**config.mk**
```make
export PLATFORM = sky130hd
export DESIGN_NAME = uart_tx_feeder_flat
export DESIGN_NICKNAME = d
export VERILOG_FILES = /design/src/rtl/uart_pkg.sv /design/src/rtl/uart_tx_feeder_if.sv /design/src/rtl/uart_sync_fifo.sv /design/src/rtl/uart_tx_feeder.sv /design/src/flat_wrapper.sv
export SDC_FILE = /design/constraint.sdc
export NUM_CORES = 1
export LEC_CHECK = 0
export BUFFER_PORTS_ARGS = -buffer_cell sky130_fd_sc_hd__buf_2
export CORE_MARGIN = 2
export CORE_UTILIZATION = 55
export DETAILED_ROUTE_END_ITERATION = 12
export GPL_TIMING_DRIVEN = 0
export PLACE_DENSITY_LB_ADDON = 0.08
export SLEW_MARGIN = 40
export SYNTH_ARGS = -nofsm -noshare
export SYNTH_HDL_FRONTEND = slang
export SYNTH_SLANG_ARGS = --single-unit
export TNS_END_PERCENT = 100
```
**constraint.sdc**
```tcl
create_clock -name clk -period 5.01 [get_ports clk]
set_input_delay 0.2505 -clock clk [delete_from_list [all_inputs] [get_ports clk]]
set_output_delay 0.2505 -clock clk [all_outputs]
set_load 0.05 [all_outputs]
```
**src/rtl/uart_pkg.sv**
```systemverilog
// -----------------------------------------------------------------------------
// uart_pkg
// Shared constants for the UART transmit path.
//   DBIT               : byte width, shared by the transmitter and the feeder
//   FIFO_DEPTH_LOG2    : default log2 depth of the feeder byte buffer
//   TIMEOUT_CYCLES_DEF : default watchdog limit for a frame in flight
//   FEED_IDLE/BUSY     : feeder FSM state encoding
// -----------------------------------------------------------------------------
package uart_pkg;

   localparam int DBIT               = 8;
   localparam int FIFO_DEPTH_LOG2    = 4;
   localparam int TIMEOUT_CYCLES_DEF = 100000;

   // Feeder FSM encoding, kept as plain vectors so legacy code that compares
   // against raw state bits keeps working.
   typedef logic [0:0] feed_state_t;
   localparam logic [0:0] FEED_IDLE = 1'b0;
   localparam logic [0:0] FEED_BUSY = 1'b1;

endpackage

```
**src/rtl/uart_tx_feeder_if.sv**
```systemverilog
// -----------------------------------------------------------------------------
// uart_tx_feeder_if
// Bundles the write port, the status flags and the transmitter handshake of
// the UART feeder.
//   wr_en/wr_data/flush/ovf_clr : producer controls       (master -> slave)
//   full/empty/count/overflow   : buffer status           (slave  -> master)
//   tx_start/tx_data            : launch to transmitter   (slave  -> master)
//   tx_done_tick                : end of frame            (master -> slave)
//   busy/timeout_err            : frame in flight / watchdog abort pulse
// The slave modport is taken by uart_tx_feeder; the master modport by the
// surrounding logic (game logic plus transmitter).
// -----------------------------------------------------------------------------
interface uart_tx_feeder_if
   import uart_pkg::*;
#(
   parameter int DEPTH_LOG2 = FIFO_DEPTH_LOG2,
   parameter int DATA_W     = DBIT
);

   logic                  wr_en;
   logic [DATA_W-1:0]     wr_data;
   logic                  flush;
   logic                  ovf_clr;
   logic                  full;
   logic                  empty;
   logic [DEPTH_LOG2:0]   count;
   logic                  overflow;
   logic                  tx_start;
   logic [DATA_W-1:0]     tx_data;
   logic                  tx_done_tick;
   logic                  busy;
   logic                  timeout_err;

   modport master (
      output wr_en, wr_data, flush, ovf_clr, tx_done_tick,
      input  full, empty, count, overflow, tx_start, tx_data, busy, timeout_err
   );

   modport slave (
      input  wr_en, wr_data, flush, ovf_clr, tx_done_tick,
      output full, empty, count, overflow, tx_start, tx_data, busy, timeout_err
   );

endinterface

```
**src/rtl/uart_sync_fifo.sv**
```systemverilog
// -----------------------------------------------------------------------------
// uart_sync_fifo
// Single-clock byte FIFO with registered read data.
//   clk, reset_n : clock, asynchronous active-low reset
//   i_wr_en      : write strobe (ignored while full or during flush)
//   i_wr_data    : byte to enqueue
//   i_flush      : clear pointers and count at the next edge
//   i_ovf_clr    : clear the sticky overflow flag
//   i_pop        : pop request; o_rd_data is loaded with the head entry
//   o_rd_data    : registered head byte, holds until the next pop
//   o_full       : count == 2**DEPTH_LOG2
//   o_empty      : count == 0
//   o_count      : occupancy
//   o_overflow   : sticky, set by a write attempted while full
// -----------------------------------------------------------------------------
module uart_sync_fifo
   import uart_pkg::*;
#(
   parameter int DEPTH_LOG2 = FIFO_DEPTH_LOG2,
   parameter int DATA_W     = DBIT
) (
   input  logic                  clk,
   input  logic                  reset_n,
   input  logic                  i_wr_en,
   input  logic [DATA_W-1:0]     i_wr_data,
   input  logic                  i_flush,
   input  logic                  i_ovf_clr,
   input  logic                  i_pop,
   output logic [DATA_W-1:0]     o_rd_data,
   output logic                  o_full,
   output logic                  o_empty,
   output logic [DEPTH_LOG2:0]   o_count,
   output logic                  o_overflow
);

   localparam int DEPTH = 2 ** DEPTH_LOG2;
   localparam logic [DEPTH_LOG2:0] FULL_COUNT = {1'b1, {DEPTH_LOG2{1'b0}}};

   logic [DATA_W-1:0]       r_mem [DEPTH];
   logic [DEPTH_LOG2-1:0]   r_wr_ptr;
   logic [DEPTH_LOG2-1:0]   r_rd_ptr;
   logic [DEPTH_LOG2:0]     r_count;
   logic [DATA_W-1:0]       r_rd_data;
   logic                    r_overflow;

   logic                    w_full;
   logic                    w_empty;
   logic                    w_do_wr;
   logic                    w_do_pop;
   logic                    w_wr_drop;

   assign w_full  = (r_count == FULL_COUNT);
   assign w_empty = (r_count == '0);

   // Flush wins over both ports: a same-cycle write is discarded silently
   // (no overflow) and a same-cycle pop does not happen.
   assign w_do_wr   = i_wr_en && !w_full && !i_flush;
   assign w_do_pop  = i_pop && !w_empty && !i_flush;
   // Fullness is judged before any same-cycle pop, so a write while full is
   // dropped even when a pop frees a slot in that cycle.
   assign w_wr_drop = i_wr_en && w_full && !i_flush;

   // Storage carries no reset so it can map onto block RAM.
   always_ff @(posedge clk) begin
      if (w_do_wr) begin
         r_mem[r_wr_ptr] <= i_wr_data;
      end
   end

   always_ff @(posedge clk or negedge reset_n) begin
      if (!reset_n) begin
         r_wr_ptr   <= '0;
         r_rd_ptr   <= '0;
         r_count    <= '0;
         r_rd_data  <= '0;
         r_overflow <= 1'b0;
      end else begin
         if (i_flush) begin
            r_wr_ptr <= '0;
            r_rd_ptr <= '0;
            r_count  <= '0;
         end else begin
            if (w_do_wr) begin
               r_wr_ptr <= r_wr_ptr + 1'b1;
            end
            // Pop only happens with count > 0 and writes only with
            // count < DEPTH, so the read slot never equals the write slot.
            if (w_do_pop) begin
               r_rd_ptr  <= r_rd_ptr + 1'b1;
               r_rd_data <= r_mem[r_rd_ptr];
            end
            case ({w_do_wr, w_do_pop})
               2'b10:   r_count <= r_count + 1'b1;
               2'b01:   r_count <= r_count - 1'b1;
               default: r_count <= r_count;
            endcase
         end

         // Set has priority over clear so a drop is never lost.
         if (w_wr_drop) begin
            r_overflow <= 1'b1;
         end else if (i_ovf_clr) begin
            r_overflow <= 1'b0;
         end
      end
   end

   assign o_rd_data  = r_rd_data;
   assign o_full     = w_full;
   assign o_empty    = w_empty;
   assign o_count    = r_count;
   assign o_overflow = r_overflow;

endmodule

```
**src/rtl/uart_tx_feeder.sv**
```systemverilog
// -----------------------------------------------------------------------------
// uart_tx_feeder
// Buffers bytes from game/control logic and launches them one at a time into
// the UART transmitter, waiting for tx_done_tick between frames.
//   clk      : system clock
//   reset_n  : asynchronous active-low reset (shared with the transmitter)
//   bus      : uart_tx_feeder_if.slave
//              wr_en/wr_data/flush/ovf_clr in, full/empty/count/overflow out,
//              tx_start/tx_data out, tx_done_tick in, busy/timeout_err out
// Build option:
//   UART_TX_FEEDER_TIMEOUT_EN : enables the frame watchdog. After
//   TIMEOUT_CYCLES cycles in BUSY without tx_done_tick the frame is abandoned
//   and timeout_err pulses. Without it timeout_err is held low and BUSY waits
//   for tx_done_tick indefinitely.
// -----------------------------------------------------------------------------
module uart_tx_feeder
   import uart_pkg::*;
#(
   parameter int DEPTH_LOG2     = FIFO_DEPTH_LOG2,
   parameter int DATA_W         = DBIT,
   parameter int TIMEOUT_CYCLES = TIMEOUT_CYCLES_DEF
) (
   input  logic             clk,
   input  logic             reset_n,
   uart_tx_feeder_if.slave  bus
);

   feed_state_t         r_state;
   logic                r_tx_start;
   logic                w_pop;
   logic                w_empty;
   logic                w_wd_expired;
   logic [DATA_W-1:0]   w_rd_data;

   // Launch whenever idle with data waiting; flush suppresses the pop.
   assign w_pop = (r_state == FEED_IDLE) && !w_empty && !bus.flush;

   // The FIFO's registered read port doubles as the tx_data register: it
   // loads only on a launch, so the byte stays stable for the whole frame.
   uart_sync_fifo #(
      .DEPTH_LOG2 (DEPTH_LOG2),
      .DATA_W     (DATA_W)
   ) u_fifo (
      .clk        (clk),
      .reset_n    (reset_n),
      .i_wr_en    (bus.wr_en),
      .i_wr_data  (bus.wr_data),
      .i_flush    (bus.flush),
      .i_ovf_clr  (bus.ovf_clr),
      .i_pop      (w_pop),
      .o_rd_data  (w_rd_data),
      .o_full     (bus.full),
      .o_empty    (w_empty),
      .o_count    (bus.count),
      .o_overflow (bus.overflow)
   );

   always_ff @(posedge clk or negedge reset_n) begin
      if (!reset_n) begin
         r_state    <= FEED_IDLE;
         r_tx_start <= 1'b0;
      end else begin
         r_tx_start <= 1'b0;
         if (r_state == FEED_IDLE) begin
            if (w_pop) begin
               r_state    <= FEED_BUSY;
               r_tx_start <= 1'b1;
            end
         end else begin
            // Flush leaves the in-flight frame alone; only the transmitter
            // (or the watchdog) ends BUSY.
            if (bus.tx_done_tick || w_wd_expired) begin
               r_state <= FEED_IDLE;
            end
         end
      end
   end

`ifdef UART_TX_FEEDER_TIMEOUT_EN
   localparam int WD_W = $clog2(TIMEOUT_CYCLES + 1);
   localparam logic [WD_W-1:0] WD_LAST = WD_W'(TIMEOUT_CYCLES - 1);

   logic [WD_W-1:0]  r_wd_cnt;
   logic             r_timeout_err;

   // The counter holds k after the k-th BUSY edge, so the abort lands exactly
   // TIMEOUT_CYCLES edges after the launch. A done tick in that same cycle
   // ends the frame normally instead.
   assign w_wd_expired = (r_state == FEED_BUSY) && !bus.tx_done_tick &&
                         (r_wd_cnt == WD_LAST);

   always_ff @(posedge clk or negedge reset_n) begin
      if (!reset_n) begin
         r_wd_cnt      <= '0;
         r_timeout_err <= 1'b0;
      end else begin
         r_timeout_err <= w_wd_expired;
         if (w_pop) begin
            r_wd_cnt <= '0;
         end else if ((r_state == FEED_BUSY) && !w_wd_expired) begin
            r_wd_cnt <= r_wd_cnt + 1'b1;
         end
      end
   end

   assign bus.timeout_err = r_timeout_err;
`else
   assign w_wd_expired    = 1'b0;
   // Watchdog compiled out; the parameter is still referenced so the
   // interface of the block is identical in both builds.
   assign bus.timeout_err = 1'b0 & (TIMEOUT_CYCLES == 0);
`endif

   assign bus.empty    = w_empty;
   assign bus.tx_start = r_tx_start;
   assign bus.tx_data  = w_rd_data;
   assign bus.busy     = (r_state == FEED_BUSY);

endmodule

```
**src/flat_wrapper.sv**
```systemverilog
// flat-port wrapper written by rule: the top's interface ports become plain ports
module uart_tx_feeder_flat import uart_pkg::*;
#(
   parameter int DEPTH_LOG2     = FIFO_DEPTH_LOG2,
   parameter int DATA_W         = DBIT,
   parameter int TIMEOUT_CYCLES = TIMEOUT_CYCLES_DEF
)
  (clk, reset_n, bus_wr_en, bus_wr_data, bus_flush, bus_ovf_clr, bus_tx_done_tick, bus_full, bus_empty, bus_count, bus_overflow, bus_tx_start, bus_tx_data, bus_busy, bus_timeout_err);
  uart_tx_feeder_if #(.DEPTH_LOG2(DEPTH_LOG2), .DATA_W(DATA_W)) bus_i ();
  input  logic clk;
  input  logic reset_n;
  input wire logic [$bits(bus_i.wr_en)-1:0] bus_wr_en;
  input wire logic [$bits(bus_i.wr_data)-1:0] bus_wr_data;
  input wire logic [$bits(bus_i.flush)-1:0] bus_flush;
  input wire logic [$bits(bus_i.ovf_clr)-1:0] bus_ovf_clr;
  input wire logic [$bits(bus_i.tx_done_tick)-1:0] bus_tx_done_tick;
  output wire logic [$bits(bus_i.full)-1:0] bus_full;
  output wire logic [$bits(bus_i.empty)-1:0] bus_empty;
  output wire logic [$bits(bus_i.count)-1:0] bus_count;
  output wire logic [$bits(bus_i.overflow)-1:0] bus_overflow;
  output wire logic [$bits(bus_i.tx_start)-1:0] bus_tx_start;
  output wire logic [$bits(bus_i.tx_data)-1:0] bus_tx_data;
  output wire logic [$bits(bus_i.busy)-1:0] bus_busy;
  output wire logic [$bits(bus_i.timeout_err)-1:0] bus_timeout_err;
  assign bus_i.wr_en = bus_wr_en;
  assign bus_i.wr_data = bus_wr_data;
  assign bus_i.flush = bus_flush;
  assign bus_i.ovf_clr = bus_ovf_clr;
  assign bus_i.tx_done_tick = bus_tx_done_tick;
  assign bus_full = bus_i.full;
  assign bus_empty = bus_i.empty;
  assign bus_count = bus_i.count;
  assign bus_overflow = bus_i.overflow;
  assign bus_tx_start = bus_i.tx_start;
  assign bus_tx_data = bus_i.tx_data;
  assign bus_busy = bus_i.busy;
  assign bus_timeout_err = bus_i.timeout_err;
  uart_tx_feeder #(.DEPTH_LOG2(DEPTH_LOG2), .DATA_W(DATA_W), .TIMEOUT_CYCLES(TIMEOUT_CYCLES)) u_core (.clk(clk), .reset_n(reset_n), .bus(bus_i));
endmodule
```
==> out/qor.yml <==
outcome:
  outcome: "finished clean"
grt:
  gr-usage-met1: 0.3010
  use_met3: 0.03821
  track_usage: 0.2252
  grt_pass1_vias: 3248
  grt_overflow: 0
  grt_max_degree: 25
  antenna_found_initial: 0
  grt_first_pass_wirelength_um: 18670
  grt-busiest-layer: "met2"
  use_met2: 0.3663
sta:
  worstMarginPinSlew_ns: 0.8624
  grt_setup_unrepaired: "no"
  max_slew_margin: 0.4229
  setup_viol_count_final: 0
  period_needed_ns: 3.043
  holdWs_ns: 0.1147
  fin_tns_setup_ns: 0
  drv_slew: 0
  clock.fmax_mhz: 328.6
  fin_skew_ns: 0.01008
  final_hold_viol_count: 0
  period_share: 0.6073
setup_path:
  rr_worst_depth: 13
  crit_path_end_kind: "register"
  worstSetupPathType: "register to register"
  cp.required_ns: 5.44
  cp_max_fo: 10
  crit_arrival_ns: 3.48
  cp-start-kind: "register"
clocking:
  cts_buffer_depth: 2
  cts.clk_slew.worst_paths_ns: 0.06
  tritoncts: "done"
  cts-root-buf: "clkbuf_8"
  cts_buffers: 17
  cts_sinks: 152
  clk_latency_ns: 0.52
  cts_resized: 0
  ctsHtreeMaxLevel: 4
worst_hold_path:
  hold_depth: 1
  holdCritPathClass: "input port to register"
yosys:
  syn-num-nets: 365
  synth-simple-area-share: 0.05124
  synth_compound_area_frac: 0.02936
  ys_seq_area_frac: 0.7193
  synth-seq-cells: 152
  synth_edf_count: 128
  synth_ff_type: "edfxtp_1"
  yosys.area_share.adder: 0.01944
  synthDistinctLibCells: 38
  syn_inst: 342
  netlist_area_mm2: 0.006178
  synthArstFlopShare: 0.1579
  synthXorXnorAreaFrac: 0.009923
  synth_top_family_by_area: "multiplexers"
  avgSynthCellArea_um2: 18.07
  yosysWarnings: 0
  synthMuxAreaShare: 0.1480
floorplanning:
  die_h_um: 110.0
  dieArea_mm2: 0.01210
  dieWidth_um: 110.0
  rows: 38
  start_util: 0.5675
  pin_count: 33
  core-area_mm2: 0.01089
final_layout:
  area_growth_pct: 16.87
  final-seq-area_mm2: 0.004444
  layout_commonest_cell: "edfxtp_1"
  diodes: 0
  most-common-layout-cells: "edfxtp_1 (128), buf_2 (36), mux4_2 (32)"
  drive_gt1_frac: 0.3081
  multi_input_area_mm2: 0.001645
  fin_cells: 549
  nets: 419
  nFillCells: 724
job:
  cap_violations: 0
power_and_ir_drop:
  p_per_area_mw_per_mm2: 529.9
  max-vdd-ir-drop_v: 0.0003722
  finalPower_mw: 3.826
  p_leak_nw: 2.524
route:
  wl_per_cell_um: 22.11
  totalWireLength_um: 12140
  ant_nets: 0
  drtIter0Drc: 317
  drc_errors: 0
  drtPass1Iterations: 4
  vias: 3210
  vias_per_cell: 5.847
placed_design:
  dp_hpwl_um: 7856
  io_buffers: 30
  globalplace.congestion: 0.7557
  post-place-cells: 514
[area by class of cell]
class	count	area share
sequential	152	0.6155
multi-input combinational	163	0.2279
clock buffer	20	0.05892
timing repair buffer	35	0.02703
tap	140	0.02426
clock inverter	12	0.02755
buffer	18	0.01352
inverter	9	0.005372
[synth_stat cells (all sizes together) (7+ instances only)]
master,instances,area (µm²)
edfxtp,128,3844
mux4,32,720.7
nor2,27,108.9
dfrtp,24,600.6
nand2,21,81.33
mux2i,16,160.2
buf,11,71.31
inv,9,38.79
ha,8,100.1
o221ai,8,70.07
clkbuf,7,26.28
o21ai,7,35.03
[power by group]
| group | switching (mW) | internal [mW] | leakage, nW |
|---|---|---|---|
| clock network | 0.488 | 0.860 | 0.303 |
| logic | 0.615 | 0.344 | 0.756 |
| registers | 0.0658 | 1.45 | 1.47 |
| total | 1.17 | 2.66 | 2.52 |
[worst max-delay path, stage by stage (launching register included)]
cell	delay, ns
dfrtp_1	0.43
or4_4	0.60
nor2_4	0.12
or3_1	0.12
buf_6	0.15
inv_6	0.06
nand2_1	0.09
inv_1	0.08
ha_1	0.33
nand2b_1	0.07
a21oi_1	0.33
a211oi_1	0.08
or3_1	0.31
a31oi_1	0.16
[registers in the layout, indices dropped and copies added (netlist names)]
register                  count
u_core.u_fifo.o_overflow      1
u_core.bus.tx_start           1
u_core.u_fifo.o_count         5
u_core.u_fifo.o_rd_data       8
u_core.bus.busy               1
u_core.u_fifo.r_mem         128
u_core.u_fifo.r_rd_ptr        4
u_core.u_fifo.r_wr_ptr        4
[stage by stage]
stage | util | setup slack, ns | area (µm²)
detailed placement | 0.6026 | 1.988 | 6561
finish | 0.6632 | 1.967 | 7221
global placement | 0.5973 | 2.068 | 6504
floorplan | - | 1.773 | 6178
global route | 0.6632 | 1.734 | 7221
CTS | 0.6627 | 1.978 | 7216
[cells by family after synthesis]
group / Yosys count
xor gates and xnor gates: 7
and+or+nand+nor: 68
muxes: 51
AOI/OAI and AO/OA: 27
DFF: 152
adders and majority gates: 9
other: 1
buffers and inverters: 27
[path summary, 6_finish.rpt]
kind                                                         from                                     end  slack (ns)
min in group asynchronous                                 reset_n               u_core.bus.busy$_DFF_PN0_        0.27
max in group asynchronous                                 reset_n   u_core.u_fifo.r_wr_ptr[1]$_DFFE_PN0P_        4.35
hold reg to reg            u_core.u_fifo.o_rd_data[4]$_DFFE_PN0P_  u_core.u_fifo.o_rd_data[4]$_DFFE_PN0P_        0.51
hold / removal                                     bus_wr_data[5]    u_core.u_fifo.r_mem[11][5]$_DFFE_PP_        0.11
setup / recovery             u_core.u_fifo.o_count[1]$_DFFE_PN0P_    u_core.u_fifo.o_count[4]$_DFFE_PN0P_        1.97
setup reg to reg             u_core.u_fifo.o_count[1]$_DFFE_PN0P_    u_core.u_fifo.o_count[4]$_DFFE_PN0P_        1.97
[per-layer routing]
metal	vias to the layer above	wire [µm]
met4	0	232
met3	15	633
met2	98	6079
met1	1651	5192
li1	1446	-
met5	-	0
[repair_timing]
action / CTS / global route
hold endpoints to repair: 26 / 0
setup buffers: 0 / 0
hold buffers: 3 / 0
No activity file was read; power rests on OpenSTA's default activity.
